**config.mk**
```make
export PLATFORM = sky130hd
export DESIGN_NAME = fact_seq_ctrl
export DESIGN_NICKNAME = d
export VERILOG_FILES = /design/src/rtl/fact_seq_ctrl.sv
export SDC_FILE = /design/constraint.sdc
export NUM_CORES = 1
export LEC_CHECK = 0
export CORE_MARGIN = 2
export CORE_UTILIZATION = 41
export DETAILED_ROUTE_END_ITERATION = 8
export GPL_TIMING_DRIVEN = 1
export PLACE_DENSITY = 0.79
export SYNTH_ARGS = -nofsm -noshare
export SYNTH_HDL_FRONTEND = slang
export SYNTH_SLANG_ARGS = --single-unit
export TNS_END_PERCENT = 100
```
**constraint.sdc**
```tcl
create_clock -name CLK -period 2.6 [get_ports CLK]
set_clock_uncertainty 0.15 [all_clocks]
set_input_delay 0.52 -clock CLK [delete_from_list [all_inputs] [get_ports CLK]]
set_output_delay 0.52 -clock CLK [all_outputs]
set_load 0.02 [all_outputs]
```
**src/rtl/fact_seq_ctrl.sv**
```systemverilog
// Factorial sequencer: drives a down-counter and product register until Q <= 1.
// Moore outputs registered alongside state; DONE at cycle 2n+1 (3 when n <= 1); no backpressure, GO only sampled in IDLE.
module fact_seq_ctrl #(
   parameter int Data_width = 4,
   parameter int MAX_N      = 12
) (
   input  logic                  CLK,
   input  logic                  RST,
   input  logic                  GO,
   input  logic [Data_width-1:0] N,
   input  logic [Data_width-1:0] CNT_Q,
   output logic [Data_width-1:0] CNT_D,
   output logic                  CNT_LD,
   output logic                  CNT_UD,
   output logic                  CNT_CE,
   output logic                  REG_LD,
   output logic                  REG_SEL,
   output logic                  OE,
   output logic                  BUSY,
   output logic                  DONE,
   output logic                  ERROR
);

   typedef enum logic [2:0] {
      S_IDLE  = 3'd0,
      S_LOAD  = 3'd1,
      S_CHECK = 3'd2,
      S_MULT  = 3'd3,
      S_DONE  = 3'd4,
      S_ERR   = 3'd5
   } state_t;

   localparam logic [Data_width-1:0] max_n_c = MAX_N[Data_width-1:0];
   localparam logic [Data_width-1:0] one_c   = {{(Data_width-1){1'b0}}, 1'b1};

   state_t                  st;
   state_t                  nxt;
   logic [Data_width-1:0]   n_q;
   // {cnt_ld, cnt_ud, cnt_ce, reg_ld, reg_sel, oe, busy, done, error}
   logic [8:0]              dec;
   logic [8:0]              outs_q;

   always_comb begin
      nxt = st;
      case (st)
         S_IDLE:  if (GO) nxt = S_LOAD;
         S_LOAD:  nxt = S_CHECK;
         S_CHECK: begin
            if (n_q > max_n_c)      nxt = S_ERR;
            else if (CNT_Q > one_c) nxt = S_MULT;
            else                    nxt = S_DONE;
         end
         S_MULT:  nxt = S_CHECK;
         S_DONE:  if (!GO) nxt = S_IDLE;
         S_ERR:   if (!GO) nxt = S_IDLE;
         default: nxt = S_IDLE;
      endcase
   end

   // Outputs are decoded from the next state so the registered copy always matches st.
   always_comb begin
      dec = 9'b0;
      case (nxt)
         S_LOAD:  dec = 9'b1_0_1_1_0_0_1_0_0;
         S_CHECK: dec = 9'b0_0_0_0_0_0_1_0_0;
         S_MULT:  dec = 9'b0_0_1_1_1_0_1_0_0;
         S_DONE:  dec = 9'b0_0_0_0_0_1_0_1_0;
         S_ERR:   dec = 9'b0_0_0_0_0_0_0_0_1;
         default: dec = 9'b0;
      endcase
   end

   always_ff @(posedge CLK) begin
      if (RST) begin
         st     <= S_IDLE;
         n_q    <= '0;
         outs_q <= '0;
      end else begin
         st     <= nxt;
         outs_q <= dec;
         if (st == S_IDLE && GO)
            n_q <= N;
      end
   end

   assign CNT_D   = n_q;
   assign CNT_LD  = outs_q[8];
   assign CNT_UD  = outs_q[7];
   assign CNT_CE  = outs_q[6];
   assign REG_LD  = outs_q[5];
   assign REG_SEL = outs_q[4];
   assign OE      = outs_q[3];
   assign BUSY    = outs_q[2];
   assign DONE    = outs_q[1];
   assign ERROR   = outs_q[0];

endmodule

```
==> reports/metrics.json <==
{
  "post-route-cell-area": {"value": 762, "unit": "µm²"},
  "core_area": {"value": 1160, "unit": "µm²"},
  "port_buffers": {"value": 21},
  "internal-power": {"value": 0.320, "unit": "mW"},
  "setup_ws": {"value": 675, "unit": "ps"},
  "maxSlewViolCount": {"value": 0},
  "ys_warn_count": {"value": 0},
  "tritoncts_num_sinks": {"value": 13},
  "ys_ff_latch": {"value": 13},
  "postSynthNetCount": {"value": 67},
  "fmax": {"value": 519, "unit": "MHz"},
  "crit_slowest_cell": {"value": "clkdlybuf4s50_1"},
  "outcome": {"value": "complete, no violations"},
  "clk_path_buf_depth": {"value": 2},
  "period_needed": {"value": 1930, "unit": "ps"},
  "gp_congestion": {"value": 0.780},
  "syn-mean-instance-area": {"value": 9.52, "unit": "µm²"},
  "buffer_count_from_post_cts_setup_fixing": {"value": 0},
  "grt_first_pass_wirelength": {"value": 1590, "unit": "µm"},
  "postCtsHoldBufs": {"value": 0},
  "slowest_delay": {"value": 620, "unit": "ps"},
  "cp.required": {"value": 1930, "unit": "ps"},
  "power.combinational.fraction": {"value": 22.4, "unit": "%"},
  "worst_path_buf_inv": {"value": 1},
  "pin_count": {"value": 24},
  "min_period_over_period": {"value": 74.1, "unit": "%"},
  "cts-htree-levels": {"value": 1},
  "cts.root.buffer_cell": {"value": "clkbuf_4"},
  "cp_cell_sequence": {"value": "clkdlybuf4s50_1"},
  "number_of_gates_resized_after_cts": {"value": 0},
  "die_area": {"value": 1600, "unit": "µm²"},
  "final_net_count": {"value": 89},
  "rsz0062_at_grt": {"value": "no"},
  "synth.yosys.seq_area_share": {"value": 48.8, "unit": "%"},
  "post-route-drc-count": {"value": 0},
  "grt-ovfl-total": {"value": 0},
  "postRouteWirelength": {"value": 968, "unit": "µm"},
  "synth_area": {"value": 533, "unit": "µm²"},
  "number_of_global_route_vias_before_repair": {"value": 362},
  "synthToLayoutAreaGrowth": {"value": 43.0, "unit": "%"},
  "ys_async_sr_fraction": {"value": 0, "unit": "%"},
  "fp.dieH": {"value": 40.1, "unit": "µm"},
  "cts_inserted_buffers": {"value": 3},
  "clkTransAtPathRegs": {"value": 80, "unit": "ps"},
  "core.rowCount": {"value": 12},
  "synth-edff-count": {"value": 0},
  "worstSkewPairLatency": {"value": 280, "unit": "ps"},
  "die_width": {"value": 40.1, "unit": "µm"},
  "hold_path.class": {"value": "reg2reg"},
  "clockPowerShare": {"value": 27.8, "unit": "%"},
  "max_cap_violations": {"value": 0},
  "detail_route.first_pass.iterations": {"value": 4},
  "final_layout_size_suffix_gt1_share": {"value": 13.0, "unit": "%"},
  "synth_area_leaders": {"value": "dfxtp_1 49%, nand2_1 7.0%, a2111oi_4 5.2%"},
  "placed_cell_area": {"value": 734, "unit": "µm²"},
  "antenna_found_initial": {"value": 0},
  "ys_types": {"value": 23},
  "fin_setup_tns": {"value": 0, "unit": "ps"},
  "setup-violations-final": {"value": 0},
  "detailed_place_hpwl": {"value": 743, "unit": "µm"},
  "finalHoldViolations": {"value": 0},
  "netlist_instances": {"value": 56},
  "diodes": {"value": 0},
  "detail_route.vias_per_cell": {"value": 4.77},
  "cp_top_family": {"value": "buffers and inverters"},
  "gr-usage-all-layers": {"value": 15.8, "unit": "%"},
  "pre_cts_ws": {"value": 584, "unit": "ps"},
  "initial_utilization": {"value": 46.1, "unit": "%"},
  "antenna_left": {"value": 0},
  "timing.critical_path.to_type": {"value": "output pin"},
  "power_per_cell_area": {"value": 587, "unit": "nW/µm²"},
  "postSynth.topFlopCell": {"value": "dfxtp_1"},
  "routed_vias": {"value": 434},
  "worst-setup-path-type": {"value": "reg2out"},
  "switching_power_as_a_share_of_total_power": {"value": 28.4, "unit": "%"},
  "path_max_fanout": {"value": 3},
  "avgRoutedWirePerCell": {"value": 10.6, "unit": "µm"},
  "synthDominantCellAreaShare": {"value": 48.8, "unit": "%"},
  "grt_max_degree": {"value": 12},
  "critical_path_arrival": {"value": 1260, "unit": "ps"},
  "first_iter_violations": {"value": 5},
  "power_switching": {"value": 0.127, "unit": "mW"},
  "tritoncts_clock_tree": {"value": "yes"},
  "synth.largest_area_cell": {"value": "dfxtp_1"},
  "share_seq_of_total_power": {"value": 49.8, "unit": "%"},
  "p_leak": {"value": 0.298, "unit": "nW"},
  "highest_ir_drop_seen_on_vdd": {"value": 0.356, "unit": "mV"},
  "startpoint_type": {"value": "flip-flop"}
}
-- cell families after synthesis --
kind of cell / after synthesis / share of synthesized area (%)
AOI/OAI and AO/OA: 13 / 23.7
buffers and inverters: 6 / 6.34
DFF: 13 / 48.8
other: 1 / 0.704
and+or+nand+nor: 23 / 20.4
-- cell usage after synthesis (2+ instances only) --
| library cell | count |
|---|---|
| dfxtp_1 | 13 |
| nand2_1 | 10 |
| a21oi_1 | 5 |
| nor2_1 | 4 |
| buf_4 | 3 |
| a211oi_1 | 2 |
| inv_1 | 2 |
| nor3_1 | 2 |
-- power by group through the flow --
stage               sequential, mW  combinational, mW  clock, mW
floorplan                    0.240             0.0470          0
global placement             0.227              0.100          0
detailed placement           0.227              0.101          0
CTS                          0.223              0.101      0.132
global route                 0.224              0.110      0.143
finish                       0.222              0.100      0.124
-- layout by cell type, fill, tap and decap left out, drive strengths merged, types with 2 or more instances in the layout --
cell type      instances
nand2                 11
nor2                   5
clkdlybuf4s50         21
o211a                  2
nor3                   2
a21oi                  5
dfxtp                 13
inv                    2
clkbuf                 3
a211oi                 2
-- path summary, 6_finish.rpt --
kind	start	end	slack [ps]	depth (start not counted)
hold / removal	CNT_D[3]$_SDFFE_PP0P_	CNT_D[3]$_SDFFE_PP0P_	330	2
hold reg to reg	CNT_D[3]$_SDFFE_PP0P_	CNT_D[3]$_SDFFE_PP0P_	330	2
setup reg to reg	CNT_D[0]$_SDFFE_PP0P_	outs_q[4]$_SDFF_PP0_	1190	4
setup / recovery	CNT_D[1]$_SDFFE_PP0P_	CNT_D[1]	670	1
-- routing by layer --
metal / global-route usage [%] / wire length, µm / share of wire, %
met4: 5.17 / 8 / 0.83
met2: 22.2 / 398 / 41
met3: 10.0 / 85 / 8.8
met1: 19.4 / 476 / 49
met5: 0 / 0 / 0
-- per-stage QoR --
stage	instances	total power, mW	hold slack [ps]	utilization (%)
2_1_floorplan	56	0.287	383	-
3_3_place_gp	87	0.327	310	63.5
3_5_place_dp	87	0.328	321	63.5
4_1_cts	91	0.456	333	65.9
5_1_grt	91	0.477	358	65.9
6_report	91	0.447	331	65.9
-- state kept, by name, indices dropped and copies added, names as in the netlist --
signal / cells
st: 3
outs_q: 6
CNT_D: 4
-- cell type report --
type / count / area [µm²]
clock buffers: 3 / 22.5
clock inverters: 1 / 5.00
fillers: 109 / 394
inverters: 2 / 7.51
multi-input cells: 37 / 239
flip-flops and latches: 13 / 260
well taps: 14 / 17.5
repair buffers: 21 / 210
Note: power is estimated with default switching activity, not from simulation.
